### src/rtl/pipe_pkg.sv
// Shared pipeline-control types: FSM state encoding, opcodes, stage-control bundle.
// Used by pipe_ctrl and hazard_detect.
package pipe_pkg;

  typedef enum logic [1:0] {
    RUN   = 2'd0,
    LDUSE = 2'd1,
    MWAIT = 2'd2,
    FLUSH = 2'd3
  } st_t;

  localparam logic [5:0] OP_LW  = 6'b100011;
  localparam logic [5:0] OP_SW  = 6'b101011;
  localparam logic [5:0] OP_NOP = 6'b000000;

  typedef struct packed {
    logic stall;
    logic flush;
    logic bubble;
  } stage_ctrl_t;

endpackage

### src/rtl/hazard_detect.sv
// Load-use and memory-access detection for the pipeline controller.
// Purely combinational; the x0 destination never creates a dependency.
module hazard_detect
  import pipe_pkg::*;
#(
  parameter logic [5:0] LW_OP = OP_LW,
  parameter logic [5:0] SW_OP = OP_SW
) (
  input  logic [5:0] op_ex,
  input  logic [4:0] Ri_ex,
  input  logic [4:0] Rs_id,
  input  logic [4:0] Rt_id,
  input  logic [5:0] op_mem,
  output logic       mem_access,
  output logic       ld_use
);

  logic src_hit;

  assign mem_access = (op_mem == LW_OP) ||
                      (op_mem == SW_OP);

  assign src_hit = (Ri_ex == Rs_id) ||
                   (Ri_ex == Rt_id);

  assign ld_use = (op_ex == LW_OP) &&
                  (Ri_ex != 5'd0) &&
                  src_hit;

endmodule

### src/rtl/pipe_ctrl.sv
// Pipeline hazard controller: load-use stall, branch flush, memory wait/timeout.
// Define PIPE_CTRL_PERF_EN to add the saturating stall_cnt output.
module pipe_ctrl
  import pipe_pkg::*;
#(
  parameter int unsigned WAIT_MAX = 15,
  parameter logic [5:0]  LW_OP    = OP_LW,
  parameter logic [5:0]  SW_OP    = OP_SW
) (
  input  logic        clk,
  input  logic        rst_n,
  input  logic [5:0]  op_id,
  input  logic [4:0]  Rs_id,
  input  logic [4:0]  Rt_id,
  input  logic [5:0]  op_ex,
  input  logic [4:0]  Ri_ex,
  input  logic        br_taken_ex,
  input  logic [5:0]  op_mem,
  input  logic        mem_ready,
  output logic        stall_if,
  output logic        stall_id,
  output logic        bubble_ex,
  output logic        flush_id,
  output logic        stall_mem,
  output logic        mem_timeout,
  output logic [1:0]  state
`ifdef PIPE_CTRL_PERF_EN
  ,
  output logic [31:0] stall_cnt
`endif
);

  st_t         st;
  st_t         st_free;
  logic [7:0]  wait_cnt;
  logic        mem_access;
  logic        ld_use;
  logic        mem_wait;
  logic        timeout;
  logic        live;
  logic        hold;
  logic        free;
  stage_ctrl_t if_c;
  stage_ctrl_t id_c;
  stage_ctrl_t ex_c;
  stage_ctrl_t mem_c;
  logic        unused_ctl;

  hazard_detect #(
    .LW_OP (LW_OP),
    .SW_OP (SW_OP)
  ) u_hazard (
    .op_ex      (op_ex),
    .Ri_ex      (Ri_ex),
    .Rs_id      (Rs_id),
    .Rt_id      (Rt_id),
    .op_mem     (op_mem),
    .mem_access (mem_access),
    .ld_use     (ld_use)
  );

  assign mem_wait = mem_access & ~mem_ready;
  assign live     = (st == RUN) || (st == MWAIT);

  // Timeout fires in the cycle the counter reaches WAIT_MAX.
  assign timeout  = (st == MWAIT) & mem_wait &
                    (wait_cnt == 8'(WAIT_MAX - 1));

  assign hold = live & mem_wait & ~timeout;

  // A releasing wait re-presents EX, so it decodes like RUN.
  assign free = live & ~hold;

  always_comb begin
    st_free = RUN;
    if (br_taken_ex) st_free = FLUSH;
    else if (ld_use) st_free = LDUSE;
  end

  always_comb begin
    if_c  = '0;
    id_c  = '0;
    ex_c  = '0;
    mem_c = '0;
    unique case (1'b1)
      hold: begin
        if_c.stall  = 1'b1;
        id_c.stall  = 1'b1;
        mem_c.stall = 1'b1;
      end
      free && br_taken_ex: begin
        id_c.flush  = 1'b1;
        ex_c.bubble = 1'b1;
      end
      free && !br_taken_ex && ld_use: begin
        if_c.stall  = 1'b1;
        id_c.stall  = 1'b1;
        ex_c.bubble = 1'b1;
      end
      default: ;
    endcase
  end

  assign stall_if    = if_c.stall;
  assign stall_id    = id_c.stall;
  assign flush_id    = id_c.flush;
  assign bubble_ex   = ex_c.bubble;
  assign stall_mem   = mem_c.stall;
  assign mem_timeout = timeout;
  assign state       = st;

  assign unused_ctl = ^{if_c.flush, if_c.bubble,
                        id_c.bubble, ex_c.stall,
                        ex_c.flush, mem_c.flush,
                        mem_c.bubble, op_id};

  always_ff @(posedge clk or negedge rst_n) begin
    if (!rst_n) begin
      st       <= RUN;
      wait_cnt <= 8'd0;
    end else begin
      unique case (st)
        RUN: begin
          if (hold) begin
            st       <= MWAIT;
            wait_cnt <= 8'd0;
          end else begin
            st <= st_free;
          end
        end
        MWAIT: begin
          if (mem_wait) wait_cnt <= wait_cnt + 8'd1;
          if (!hold) st <= st_free;
        end
        default: st <= RUN;
      endcase
    end
  end

`ifdef PIPE_CTRL_PERF_EN
  always_ff @(posedge clk or negedge rst_n) begin
    if (!rst_n) begin
      stall_cnt <= 32'd0;
    end else if (stall_if && (stall_cnt != 32'hFFFF_FFFF)) begin
      stall_cnt <= stall_cnt + 32'd1;
    end
  end
`endif

endmodule

### config.mk
export PLATFORM = sky130hd
export DESIGN_NAME = pipe_ctrl
export DESIGN_NICKNAME = d
export VERILOG_FILES = /design/src/rtl/pipe_pkg.sv /design/src/rtl/hazard_detect.sv /design/src/rtl/pipe_ctrl.sv
export SDC_FILE = /design/constraint.sdc
export NUM_CORES = 1
export LEC_CHECK = 0
export ABC_CLOCK_PERIOD_IN_PS = 8100
export CAP_MARGIN = 10
export CORE_MARGIN = 5
export CORE_UTILIZATION = 39
export DETAILED_ROUTE_END_ITERATION = 16
export MAX_ROUTING_LAYER = met4
export PLACE_DENSITY_LB_ADDON = 0.15
export SLEW_MARGIN = 5
export SYNTH_ARGS = -nofsm -noshare
export SYNTH_HDL_FRONTEND = slang
export SYNTH_SLANG_ARGS = --single-unit
### constraint.sdc
create_clock -name clk -period 8.1 [get_ports clk]
set_input_delay 2.43 -clock clk [delete_from_list [all_inputs] [get_ports clk]]
set_output_delay 2.43 -clock clk [all_outputs]
set_load 0.01 [all_outputs]
# ---- Word level (Yosys, flattened, before mapping)
# Cells that the tools add are included.
dict set report totals {
  output_inout_bits 8
  ff_bits 10
  mem_bits_ro 0
  mem_count 0
  in_bits 37
  ramBits 0
  wordCells 49
  latchBits 0
}
dict set report classes {
  div_mod_pow 0
  n_mul 0
  bitwise_logic 9
  n_lt_le_gt_ge 0
  shift 0
  n_reduce_logical 15
  addsub 1
  muxes 12
  n_eq_ne 10
}
# operator n
set op_table {}
lappend op_table {{equality test 6 bit, second input constant} 3}
lappend op_table {{two-way mux 8 bit} 2}
lappend op_table {{one-hot mux 8 bit (2 select lines)} 1}
lappend op_table {{equality test 5 bit} 2}
lappend op_table {{adder 8 x 1 -> 8 bit, second input constant} 1}
lappend op_table {{equality test 8 x 4 -> 1 bit, second input constant} 1}
lappend op_table {{bitwise AND 1 bit} 6}
lappend op_table {{two-way mux 2 bit} 3}
lappend op_table {{inequality test 2 bit, second input constant} 3}
lappend op_table {{logical AND 1 bit} 5}
lappend op_table {{two-way mux 1 bit} 5}
lappend op_table {{nonzero test 5 bit} 1}
lappend op_table {{one-hot mux 2 bit (2 select lines)} 1}
lappend op_table {{OR reduction 2 bit} 2}
lappend op_table {{logical OR 1 bit} 3}
lappend op_table {{inverter 1 bit} 3}
lappend op_table {{AND reduction 3 bit} 1}
lappend op_table {{equality test 2 bit, second input constant} 1}
lappend op_table {{zero test 2 bit} 1}
lappend op_table {{nonzero test 2 bit} 1}
lappend op_table {{zero test 1 bit} 1}

# ---- Longest topological paths before layout
dict set report logic_depth {
  ltp_word 13
  ltp_mapped 6
  ltp_nobuf 6
}

# ---- Cells and area by module
# From an unflattened synthesis, not the netlist that was laid out.
dict set report hier_totals {
  hier_cells 87
  hier_area_um2 749.5
}
# module instances area_each_um2 cells_each seq_area_each_um2
set by_module_without_submodules {}
lappend by_module_without_submodules {pipe_ctrl 1 599.3 65 250.2}
lappend by_module_without_submodules {hazard_detect 1 150.1 22 0.0}

# ---- Worst setup path after synthesis
# OpenSTA, ideal clock, no wires.
dict set report synth_timing {
  path_kind {input -> output}
  start {input op_mem[4]}
  end {output stall_if}
  n_path_buf 1
  path_slack_ns 2.043
  cell_stages 4
  t_required_ns 5.670
  arrival_ns 3.627
  cell_sequence {or4b_4 -> a211o_2 -> o31ai_1 -> buf_4}
}
dict set report synth_via {
  elab_chain_cells 13
  elab_cells_between_ends 15
  classes_between {eq/ne (2); mux (1); bitwise (8); reduce/logical (4)}
}
# item line
set synth_rtl {}
lappend synth_rtl {{from (decl)} pipe_ctrl.sv:18} ;# input logic [5:0] op_mem,
lappend synth_rtl {{equality test 6 bit (on tied branches)} {hazard_detect.sv:20, hazard_detect.sv:21}}
lappend synth_rtl {{logical OR 1 bit (*)} hazard_detect.sv:20} ;# assign mem_access = (op_mem == LW_OP) ||
lappend synth_rtl {{bitwise AND 1 bit (*)} pipe_ctrl.sv:62} ;# assign mem_wait = mem_access & ~mem_ready;
lappend synth_rtl {{bitwise AND 1 bit (2 in a row)} pipe_ctrl.sv:66} ;# assign timeout = (st == MWAIT) & mem_wait &
lappend synth_rtl {{inverter 1 bit} pipe_ctrl.sv:69} ;# assign hold = live & mem_wait & ~timeout;
lappend synth_rtl {{bitwise AND 1 bit (*)} pipe_ctrl.sv:69}
lappend synth_rtl {{inverter 1 bit} pipe_ctrl.sv:72} ;# assign free = live & ~hold;
lappend synth_rtl {{bitwise AND 1 bit} pipe_ctrl.sv:72}
lappend synth_rtl {{logical AND 1 bit (2 in a row)} pipe_ctrl.sv:95} ;# free && !br_taken_ex && ld_use: begin
lappend synth_rtl {{OR reduction 2 bit (no line) (*)} --}
lappend synth_rtl {{two-way mux 1 bit (*)} --}
lappend synth_rtl {{to (decl)} pipe_ctrl.sv:20} ;# output logic stall_if,
# Mark *: on every way between the ends. The rest lies on a longest branch, timed or not.

# ---- Worst setup path after layout
dict set report layout_timing {
  start {input op_mem[4]}
  end {output stall_if}
}
dict set report layout_via {
  elab_chain_cells 13
  elab_cells_between_ends 15
  classes_between {eq/ne (2); mux (1); bitwise (8); reduce/logical (4)}
}
# item line
set layout_rtl {}
lappend layout_rtl {{equality test 6 bit (on tied branches)} {hazard_detect.sv:20, hazard_detect.sv:21}}
lappend layout_rtl {{logical OR 1 bit (*)} hazard_detect.sv:20}
lappend layout_rtl {{bitwise AND 1 bit (*)} pipe_ctrl.sv:62}
lappend layout_rtl {{bitwise AND 1 bit (2 in a row)} pipe_ctrl.sv:66}
lappend layout_rtl {{inverter 1 bit} pipe_ctrl.sv:69}
lappend layout_rtl {{bitwise AND 1 bit (*)} pipe_ctrl.sv:69}
lappend layout_rtl {{inverter 1 bit} pipe_ctrl.sv:72}
lappend layout_rtl {{bitwise AND 1 bit} pipe_ctrl.sv:72}
lappend layout_rtl {{logical AND 1 bit (2 in a row)} pipe_ctrl.sv:95}
lappend layout_rtl {{OR reduction 2 bit (no line) (*)} --}
lappend layout_rtl {{two-way mux 1 bit (*)} pipe_ctrl.sv:85} ;# unique case (1'b1)
# Marked as above.

==> reports/metrics.yaml <==
setup_path:
  ff2ff_path_depth: 3
  end_kind: "output pin"
  worstSetupStartpointType: "input port"
  arrival_ns: 4.42
  cp_max_fo: 4
  required_ns: 5.67
  critical_path_class: "in2out"
synth:
  syn_nets: 125
  seq_area_frac_synth_pct: 33.4
  synthCells: 86
  ys_top_cells_by_area: "dfrtp_1 (33%), xor2_1 (12%), o31ai_1 (8.0%)"
  synth_warnings: 0
  ys_types: 32
  yosys.area.top_type_share_pct: 33.4
  postSynthAreaPerCell_um2: 8.71
  ys_ff_latch: 10
  yosysTopAreaCell: "dfrtp_1"
  syn_area_um2: 749
final_layout:
  drive_above_1_share_pct: 5.69
  syn2layout_area_growth_pct: 54.9
  stdcell_count: 148
  final_nets: 163
  n_antenna_cell: 0
  fin_util_pct: 65.1
  n_fill_cell: 153
  seq_area_um2: 250
  multi_input_area_um2: 458
job:
  maxCapViolCount: 0
pwr:
  p_per_area_nw_per_um2: 116
  p_leak_uw: 0.000477
  vdd_ir_drop_max_mv: 0.0902
floorplan:
  die_x_um: 53.8
  rows: 15
  die_area_um2: 2900
  initial_core_util_pct: 42.0
  die_h_um: 53.8
  io_pins: 45
  core_area_um2: 1780
routing:
  wire_per_inst_um: 14.6
  drt_wl_total_mm: 2.16
  drtPass1Iterations: 4
  dr.max_layer_used: "met4"
  vias: 807
  drt-initial-drc-count: 29
  met1_length_um: 812
  ant_nets: 0
  post-route-drc-count: 0
  wl_met3_um: 147
  viasPerCell: 5.45
  wl_met2_mm: 1.16
place:
  port-buffer-count: 37
  dp_slack_ns: 1.24
  gp_congestion: 0.748
  hpwl_mm: 1.78
  dp.cells: 144
sta:
  final.setup_skew_ns: 0.00419
  fmax_mhz: 146
  post-route-min-period_ns: 6.85
  hold_violations: 0
  slew_headroom_pct: 68.9
  tightestPinTransition_ns: 0.466
  rsz0062_at_grt: "false"
  tns_ns: 0
  slew_violations: 0
  setup_ws_ns: 1.25
  holdWs_ns: 0.524
  setup_viol_count_final: 0
  timing.final.crit_share_pct: 84.6
grt:
  antenna_found_initial: 0
  grt_overflow: 0
  grtUsageTotal_pct: 17.6
  grt_max_degree: 11
  first_global_vias: 823
  grt_pass1_wl_mm: 3.56
clocking:
  clock_latency_ns: 0.28
  cts_tree: "built"
  numClockSinks: 10
  hold_buffers: 0
  cts_made_buffers: 3
  htree_levels: 1
  cts_root_buf: "clkbuf_4"
  cts_setup_buffers: 0
  clk_pin_slew_ns: 0.07
  cts_resized: 0
  clockBufferDepth: 2
run_status:
  status: "completed"
hold_path:
  hold_class: "reg2reg"
  min_path_cells: 1
[cell type report]
cell class	instances	area share (%)
inverter	4	1.29
timing repair buffer	37	31.9
sequential	10	21.6
clock buffer	4	3.13
tap	25	2.69
multi-input combinational	68	39.4
[worst max-delay path, stage by stage]
cell and delay (ns):
clkdlybuf4s50_1 0.40, or4b_4 0.55, a211o_2 0.36, o31ai_1 0.09, clkdlybuf4s50_1 0.60
[power breakdown]
part	switching [uW]	internal [uW]	total [uW]
sequential	2.47	51.8	54.3
combinational	11.9	20.8	32.7
clock	20.1	27.4	47.5
total	34.5	100	134
[cell usage in the layout (no fill, tap or decap), types with 2 or more instances in the layout]
cell type	Yosys	layout
o31ai_1	8	8
nand2_1	7	7
nand2b_1	3	3
nand3_1	3	3
clkdlybuf4s50_1	0	37
ha_1	2	2
clkbuf_4	0	3
o21ai_0	6	6
xor2_1	10	10
nor2_1	7	7
dfrtp_1	10	10
nor3_1	3	3
o21ai_1	2	2
inv_1	4	4
[through the flow]
stage               cell area, um^2  power, uW
floorplan                       749       66.1
finish                         1160        134
CTS                            1160        135
global placement               1120       87.3
detailed placement             1120       88.3
global route                   1160        142
[cell usage after synthesis, drive strengths merged]
master,instances
a21oi,1
or4b,1
dfrtp,10
a41oi,1
xor2,10
a31oi,1
o21ai,8
or2,1
and4,1
nand3,3
o41ai,1
a22oi,1
ha,2
o31ai,8
nand3b,1
or3,1
nor4bb,1
inv,4
and2,1
nand2b,3
nand4,1
a211o,1
and4b,1
nand2,7
and3,1
buf,2
nor3,3
nor2,7
clkbuf,2
nor4b,1
[worst paths after layout]
check	start	to	slack, ns
worst max-delay path	op_mem[4]	stall_if	1.25
worst min-delay path	wait_cnt[7]	wait_cnt[7]	0.52
worst max register to register	state[0]	wait_cnt[7]	6.21
worst min register to register	wait_cnt[7]	wait_cnt[7]	0.52
max in group asynchronous	rst_n	wait_cnt[2]	5.31
min in group asynchronous	rst_n	wait_cnt[5]	2.47
[per-layer routing]
metal	track usage, %	up-vias
met1	18.2	376
met4	5.53	0
li1	-	391
met3	4.71	5
met2	31.9	35
met5	-	-
[registers in the layout (all words and copies together), names as in the netlist]
name / cells
wait_cnt: 8
state: 2
[kinds of logic (layout without fill, tap and decap cells)]
| group | after synthesis | count (layout) | synth area share, % |
|---|---|---|---|
| flip-flops | 10 | 10 | 33.4 |
| buffers and inverters | 8 | 45 | 5.51 |
| XOR/XNOR | 10 | 10 | 11.7 |
| AND/OR/NAND/NOR | 34 | 34 | 25.5 |
| adder cells (fa/ha/maj) | 2 | 2 | 3.34 |
| AO/OA/AOI/OAI | 22 | 22 | 20.5 |
Note: power is estimated with default switching activity, not from simulation.
